File: config.mk
export PLATFORM = sky130hd
export DESIGN_NAME = loop3_out_drain_flat
export DESIGN_NICKNAME = d
export VERILOG_FILES = /design/src/rtl/loop3_out_drain_if.sv /design/src/rtl/loop3_out_drain.sv /design/src/flat_wrapper.sv
export SDC_FILE = /design/constraint.sdc
export NUM_CORES = 2
export LEC_CHECK = 0
export CAP_MARGIN = 10
export CORE_AREA = 4 4 453 455
export CTS_CLUSTER_DIAMETER = 200
export CTS_CLUSTER_SIZE = 8
export DETAILED_ROUTE_END_ITERATION = 8
export DIE_AREA = 0 0 457 459
export PLACE_DENSITY_LB_ADDON = 0.2
export REMOVE_ABC_BUFFERS = 1
export SLEW_MARGIN = 20
export SYNTH_ARGS = -nofsm -noshare
export SYNTH_HDL_FRONTEND = slang
export SYNTH_HIERARCHICAL = 1
export SYNTH_SLANG_ARGS = --single-unit
File: constraint.sdc
create_clock -name clk -period 4 [get_ports clk]
set_clock_uncertainty 0.05 [all_clocks]
set_input_delay 0.4 -clock clk [delete_from_list [all_inputs] [get_ports clk]]
set_output_delay 0.4 -clock clk [all_outputs]
set_load 0.005 [all_outputs]
File: src/rtl/loop3_out_drain_if.sv
// Handshake bundle between the loop3 accumulator, the drain block and the
// downstream byte-beat consumer.
interface loop3_out_drain_if #(
  parameter int NUM_LANES  = 64,
  parameter int BEAT_LANES = 16
);
  logic [NUM_LANES*16-1:0] loop3_regdata;
  logic                    loop3_regdata_v;
  logic                    halt_out;
  logic [BEAT_LANES*8-1:0] out_data;
  logic                    out_v;
  logic                    out_ready;
  logic                    out_last;
  logic                    overflow_err;

  // drain block side
  modport slave (
    input  loop3_regdata, loop3_regdata_v, out_ready,
    output halt_out, out_data, out_v, out_last, overflow_err
  );

  // upstream/downstream side
  modport master (
    output loop3_regdata, loop3_regdata_v, out_ready,
    input  halt_out, out_data, out_v, out_last, overflow_err
  );
endinterface

File: src/rtl/loop3_out_drain.sv
// loop3 output drain: requantises 64 signed 16b accumulator lanes to int8
// (optional ReLU, round-half-up shift, saturate) and streams them out as
// four 16-byte beats with ready/valid handshake and upstream halt.

// Per-lane requantiser: ReLU -> round -> arithmetic shift -> saturate.
module loop3_lane #(
  parameter int SHIFT   = 8,
  parameter int RELU_EN = 1
) (
  input  logic [15:0] acc,
  output logic [7:0]  q
);
  // (1<<SHIFT)>>1 is 2^(SHIFT-1) for SHIFT>0 and 0 for SHIFT=0.
  localparam logic signed [16:0] RND = 17'((1 << SHIFT) >> 1);

  logic signed [16:0] v;
  logic signed [16:0] r;

  // Lane arithmetic in 17b so the rounding add cannot wrap.
  always_comb begin
    v = {acc[15], acc};
    if (RELU_EN != 0 && acc[15]) v = '0;
    r = (v + RND) >>> SHIFT;
    if (r > 17'sd127)        q = 8'h7f;
    else if (r < -17'sd128)  q = 8'h80;
    else                     q = r[7:0];
  end
endmodule

module loop3_out_drain #(
  parameter int SHIFT      = 8,
  parameter int RELU_EN    = 1,
  parameter int NUM_LANES  = 64,
  parameter int BEAT_LANES = 16
) (
  input logic             clk,
  input logic             rst,
  loop3_out_drain_if.slave io
);
  localparam int         BEATS     = NUM_LANES / BEAT_LANES;
  localparam logic [1:0] LAST_BEAT = 2'(BEATS - 1);

  typedef enum logic {IDLE, SEND} state_t;

  state_t     state_q, state_d;
  logic [1:0] beat_q, beat_d;
  logic       ovf_q;
  logic [BEATS-1:0][BEAT_LANES-1:0][7:0] buf_q;
  logic [NUM_LANES-1:0][7:0]             proc;

  logic xfer, last_xfer, accept, drop;

  // One requantiser per accumulator lane.
  for (genvar g = 0; g < NUM_LANES; g++) begin : g_lane
    loop3_lane #(.SHIFT(SHIFT), .RELU_EN(RELU_EN)) u_lane (
      .acc (io.loop3_regdata[16*g +: 16]),
      .q   (proc[g])
    );
  end

  // Handshake decode: a new vector may only enter when idle or when the
  // final beat leaves this very cycle (gives gap-free back-to-back vectors).
  always_comb begin
    xfer      = (state_q == SEND) && io.out_ready;
    last_xfer = xfer && (beat_q == LAST_BEAT);
    accept    = io.loop3_regdata_v && ((state_q == IDLE) || last_xfer);
    drop      = io.loop3_regdata_v && !accept;
  end

  // Next-state / beat counter.
  always_comb begin
    state_d = state_q;
    beat_d  = beat_q;
    if (accept) begin
      state_d = SEND;
      beat_d  = '0;
    end else if (xfer) begin
      beat_d = beat_q + 2'd1;
      if (beat_q == LAST_BEAT) state_d = IDLE;
    end
  end

  // State register; reset aborts any in-flight vector.
  always_ff @(posedge clk) begin
    if (!rst) begin
      state_q <= IDLE;
      beat_q  <= '0;
    end else begin
      state_q <= state_d;
      beat_q  <= beat_d;
    end
  end

  // Vector buffer and sticky drop flag.
  always_ff @(posedge clk) begin
    if (!rst) begin
      buf_q <= '0;
      ovf_q <= 1'b0;
    end else begin
      if (accept) buf_q <= proc;
      if (drop)   ovf_q <= 1'b1;
    end
  end

  // Outputs; halt releases only when the last beat is being taken.
  assign io.out_v        = (state_q == SEND);
  assign io.out_last     = (state_q == SEND) && (beat_q == LAST_BEAT);
  assign io.halt_out     = (state_q == SEND) && !(beat_q == LAST_BEAT && io.out_ready);
  assign io.out_data     = buf_q[beat_q];
  assign io.overflow_err = ovf_q;
endmodule

File: src/flat_wrapper.sv
// flat-port wrapper written by rule: the top's interface ports become plain ports
module loop3_out_drain_flat 
#(
  parameter int SHIFT      = 8,
  parameter int RELU_EN    = 1,
  parameter int NUM_LANES  = 64,
  parameter int BEAT_LANES = 16
)
  (clk, rst, io_loop3_regdata, io_loop3_regdata_v, io_out_ready, io_halt_out, io_out_data, io_out_v, io_out_last, io_overflow_err);
  loop3_out_drain_if #(.NUM_LANES(NUM_LANES), .BEAT_LANES(BEAT_LANES)) io_i ();
  input logic clk;
  input logic rst;
  input wire logic [$bits(io_i.loop3_regdata)-1:0] io_loop3_regdata;
  input wire logic [$bits(io_i.loop3_regdata_v)-1:0] io_loop3_regdata_v;
  input wire logic [$bits(io_i.out_ready)-1:0] io_out_ready;
  output wire logic [$bits(io_i.halt_out)-1:0] io_halt_out;
  output wire logic [$bits(io_i.out_data)-1:0] io_out_data;
  output wire logic [$bits(io_i.out_v)-1:0] io_out_v;
  output wire logic [$bits(io_i.out_last)-1:0] io_out_last;
  output wire logic [$bits(io_i.overflow_err)-1:0] io_overflow_err;
  assign io_i.loop3_regdata = io_loop3_regdata;
  assign io_i.loop3_regdata_v = io_loop3_regdata_v;
  assign io_i.out_ready = io_out_ready;
  assign io_halt_out = io_i.halt_out;
  assign io_out_data = io_i.out_data;
  assign io_out_v = io_i.out_v;
  assign io_out_last = io_i.out_last;
  assign io_overflow_err = io_i.overflow_err;
  loop3_out_drain #(.SHIFT(SHIFT), .RELU_EN(RELU_EN), .NUM_LANES(NUM_LANES), .BEAT_LANES(BEAT_LANES)) u_core (.clk(clk), .rst(rst), .io(io_i));
endmodule
After elaboration in Yosys (flattened, before gate mapping)

Cells that the tools add are included.

Register bits: 516
Latch bits: 0
Memory bits (writable): 0
ROM bits: 0
Output and inout bits: 132
Memories: 0

$add $sub $neg: 65
Multiply operators: 0
Div/mod/pow operators: 0
$lt $le $gt $ge: 129
Equal/unequal tests: 1
Shift-type cells: 0
Multiplexer cells: 197
Bitwise logic cells: 2
Reduce and logical (&&, ||, !) cells: 14

Operator list:

| cell                  | number |
|---|---|
| $add 15x8->16 const B | 64 |
| $mux 8                | 128 |
| $mux 15               | 64 |
| $lt 9x8->1 const B    | 64 |
| $gt 8x7->1 const B    | 64 |
| $bmux 128 s2          | 1 |
| $mux 128              | 1 |
| $logic_and 1x1->1     | 7 |
| $reduce_bool 2->1     | 2 |
| $lt 2x3->1 const B    | 1 |
| $mux 1                | 3 |
| $add 2x1->2 const B   | 1 |
| $eq 2x2->1 const B    | 1 |
| $logic_not 1->1       | 2 |
| $not 1->1             | 2 |
| $reduce_and 2->1      | 1 |
| $reduce_or 2->1       | 1 |
| $logic_or 1x1->1      | 1 |

Depth between registers and ports, before layout

Depth after elaboration: 6
Gate-level depth with buffers: 7
Gate-level depth less buffers: 5

Hierarchy

The synthesis kept the hierarchy.

By module, submodules not included:

| module          | times used | cells an instance | area an instance (um^2) | seq. area each (um^2) |
|---|---|---|---|---|
| loop3_out_drain | 1          | 2391              | 23510.0                 | 10329.9 |
| loop3_lane      | 64         | 28                | 180.2                   | 0.0 |

Worst setup path after synthesis

OpenSTA, ideal clock, no wires.

Path kind: register -> output
From: register u_core.beat_q[0]
To: output port io_out_data[100]
Arrival: 1.363 ns
Data required time: 3.550 ns
Path slack: 2.187 ns
Stages on the path, launching flop included: 4
Cell sequence: dfxtp_1 -> buf_2 -> buf_2 -> mux4_2

Cells in the longest elaborated chain, start to end: 2

Ends and longest elaborated chain:

| element                        | line                   | RTL |
|---|---|---|
| from (decl)                    | loop3_out_drain.sv:46  | `logic [1:0] beat_q, beat_d;` |
| from (signal assigned)         | loop3_out_drain.sv:90  | `beat_q <= beat_d;` |
| $bmux 128 s2                   | loop3_out_drain.sv:109 | `assign io.out_data = buf_q[beat_q];` |
| $mux 128 (not written as such) | loop3_out_drain.sv:109 |  |
| to (decl)                      | flat_wrapper.sv:17     | `output wire logic [$bits(io_i.out_data)-1:0] io_out_data;` |

Every way passes these cells. The select of a mux whose other input is x is not followed.

Worst setup path in the final report

From: register u_core.beat_q[1]
To: output port io_out_data[30]

Same word-level chain as after synthesis.

==> results.txt <==
NetSw - 4170 uW
Setup CP Type - flop to primary output
fmax - 293 MHz
CP Launch Type - flop
Synth Warn # - 6
Synth Area per Inst - 8.38 sq um
Simple-Gate Fraction of Synth Area - 0.250
Final period util - 0.852
core region area - 0.201 sq mm
sequential power share - 0.385
Slew Limit Fails - 0
Async SR Flop Fraction - 0
H-Tree Depth - 3
Clock power frac - 0.411
Distinct cells, synth - 30
Post-Syn Area - 0.0350 sq mm
Layout Nets - 5666
largest net degree at the start of global routing - 105
clock sinks - 516
Area contributors post-synth - dfxtp_1 29%, mux2i_1 15%, nand2_1 12%
buffer count from post-CTS setup fixing - 0
1st-pass router iterations - 6
vias in the first global route - 31400
number of buffers created by CTS - 74
clk_lat worst skew - 0.63 ns
share of cells above drive strength 1 - 0.0732
sequential share of the synthesized area - 0.295
Rel. slew slack - 0.350
GP Congestion - 0.806
routed length on met1 - 66500 um
Logic pwr share - 0.204
cts-stage hold buffer count - 0
Pint - 10200 uW
port buffer count - 711
post-route ant nets - 0
CP Data Required Time - 3.55 ns
post-route setup TNS - 0 ns
total grt overflow - 0
CP Data Arrival Time - 2.96 ns
CTS root buf - clkbuf_16
number of flops mapped to enable cells by yosys - 0
Post-Synth Adder-Cell Area - 0.000357
unrepaired setup endpoints after global routing - false
Die ar. - 0.210 sq mm
post-synthesis mux area share - 0.229
metal3 WL - 8950 um
Slowest cell on crit path - dfxtp_4
Leakage - 0.0153 uW
Initial Utilization - 0.174
final setup vio count - 0
top post-synthesis cells by count - 1089 x nand2_1, 516 x dfxtp_1, 513 x mux2i_1, 193 x a21oi_1, 192 x a31oi_1
TritonCTS clock tree - done
routed via count - 32700
WL per Instance - 19.2 um
critical path, cell by cell - buf_4 > mux4_2 > clkdlybuf4s50_1
most common cell in the netlist - nand2_1
Worst Tran Pin Value - 0.970 ns
placed cell area - 0.0439 sq mm
Tmin final - 3.41 ns
DR DRC count - 0
vias per cell - 4.46
Synth Area in Compound Gates - 0.136
Max Cap Viol - 0
top_reg_cell synth - dfxtp_1
GRT Total Usage - 0.127
final hold violations - 0
Longest Clk Path Bufs - 3
# IOs - 1160
worst min path class - input port to flop
synthesized flop and latch total - 516
first-pass GRT wire length - 206000 um
Worst Setup End Kind - primary output
Max IR drop VDD - 0.000247 V
main combinational cell family by area after synthesis - simple AND/OR/NAND/NOR gates
post-cts sizing count - 0
die height - 459 um
Post-Route WL - 141000 um
max layer used - met5
Clock Pin Slew Worst Setup and Hold Paths - 0.05 ns
Site Rows - 165
Synth area leader - dfxtp_1
Net Sw Frac - 0.290
Iter 0 DRT Violations - 2035
PD cells - 313 mW/mm^2
xor/xnor cell area share of the yosys netlist - 0.0162
fin area - 0.0459 sq mm
CP max stage delay - 0.83 ns
Fillers - 22000
Synth Instances - 4183
Yosys top cell area share - 0.295
initial antenna violation count - 46
status - finished clean
chip width - 457 um
met2 WL - 62700 um
post-DP HPWL - 109000 um
crit-path max FO - 29
Finished Core Util - 0.228
Area Overhead vs Synth - 31.0%
placed cells by master, fill, tap and decap left out, types with 2 or more instances in the layout:
cell,n
clkbuf_16,76
a211oi_1,127
nor3_1,127
buf_12,19
nor2_1,64
conb_1,64
diode_2,16
a21oi_1,193
o21bai_1,64
nor3b_2,2
xnor2_1,64
inv_16,2
nand2_1,1089
a31oi_1,192
nor3_2,65
nand4_1,128
mux4_2,128
dfxtp_1,514
nand3_1,128
and4_1,64
and3b_1,64
nor4b_1,64
a41oi_1,128
buf_4,39
dfxtp_4,2
clkdlybuf4s50_1,710
mux2i_1,513
power groups by stage:
stage / clock, uW / combinational [uW] / sequential (uW)
floorplan: 0 / 2210 / 5610
global placement: 0 / 2920 / 5630
detailed placement: 0 / 2950 / 5630
CTS: 6230 / 2960 / 5520
global route: 6380 / 3190 / 5540
finish: 5900 / 2920 / 5520
metrics by stage:
| stage | hold WS [ns] | std cells | setup WS [ns] | total power (uW) |
|---|---|---|---|---|
| final | 0.286 | 7331 | 0.591 | 14300 |
| after global routing | 0.261 | 7323 | 0.408 | 15100 |
| after CTS | 0.207 | 7315 | 0.406 | 14700 |
| after detailed placement | 0.393 | 7233 | 1.10 | 8570 |
| after global placement | 0.389 | 7233 | 1.15 | 8550 |
| after floorplan | 0.382 | 3792 | -35.83 | 7830 |
area by class of cell:
| type | count | area (sq um) | share of cell area |
|---|---|---|---|
| clock inverter | 5 | 95.1 | 0.00207 |
| clock buffer | 77 | 1910 | 0.0415 |
| multi-input combinational | 3276 | 22400 | 0.488 |
| tap | 2672 | 3340 | 0.0728 |
| timing repair buffer | 769 | 7790 | 0.170 |
| sequential | 516 | 10300 | 0.225 |
| antenna | 16 | 40.0 | 0.000872 |
flip-flops by register name, indices dropped and copies added, names as in the netlist:
register                count
u_core/buf_q              512
u_core/io.overflow_err      1
u_core/beat_q               2
u_core/io.out_v             1
path summary, 6_finish.rpt:
path / startpoint / end / slack, ns / cells past startpoint
hold / removal: rst / u_core/buf_q[377] / 0.29 / 3
hold reg to reg: u_core/buf_q[421] / u_core/buf_q[421] / 0.40 / 2
setup reg to reg: u_core/beat_q[1] / u_core/buf_q[123] / 1.14 / 6
setup / recovery: u_core/beat_q[1] / io_out_data[30] / 0.59 / 3
critical path: cells and delay by family (launching register included):
family                 cells  cell delay (ns)
buffers and inverters      2             0.90
DFF                        1             0.83
muxes                      1             0.56
layer usage:
metal	track usage	vias to the layer above
li1	-	16200
met1	0.172	15500
met2	0.201	761
met3	0.0350	155
met4	0.0297	26
met5	0	-
cells by family (layout without fill, tap and decap cells):
logic type,after synthesis,count (layout)
flops,516,516
simple gates,1798,1798
other cells,64,80
buf+inv,391,851
compound gates,707,707
fa+ha+maj,1,1
xor+xnor,65,65
mux,641,641
Note: power is estimated with default switching activity, not from simulation.
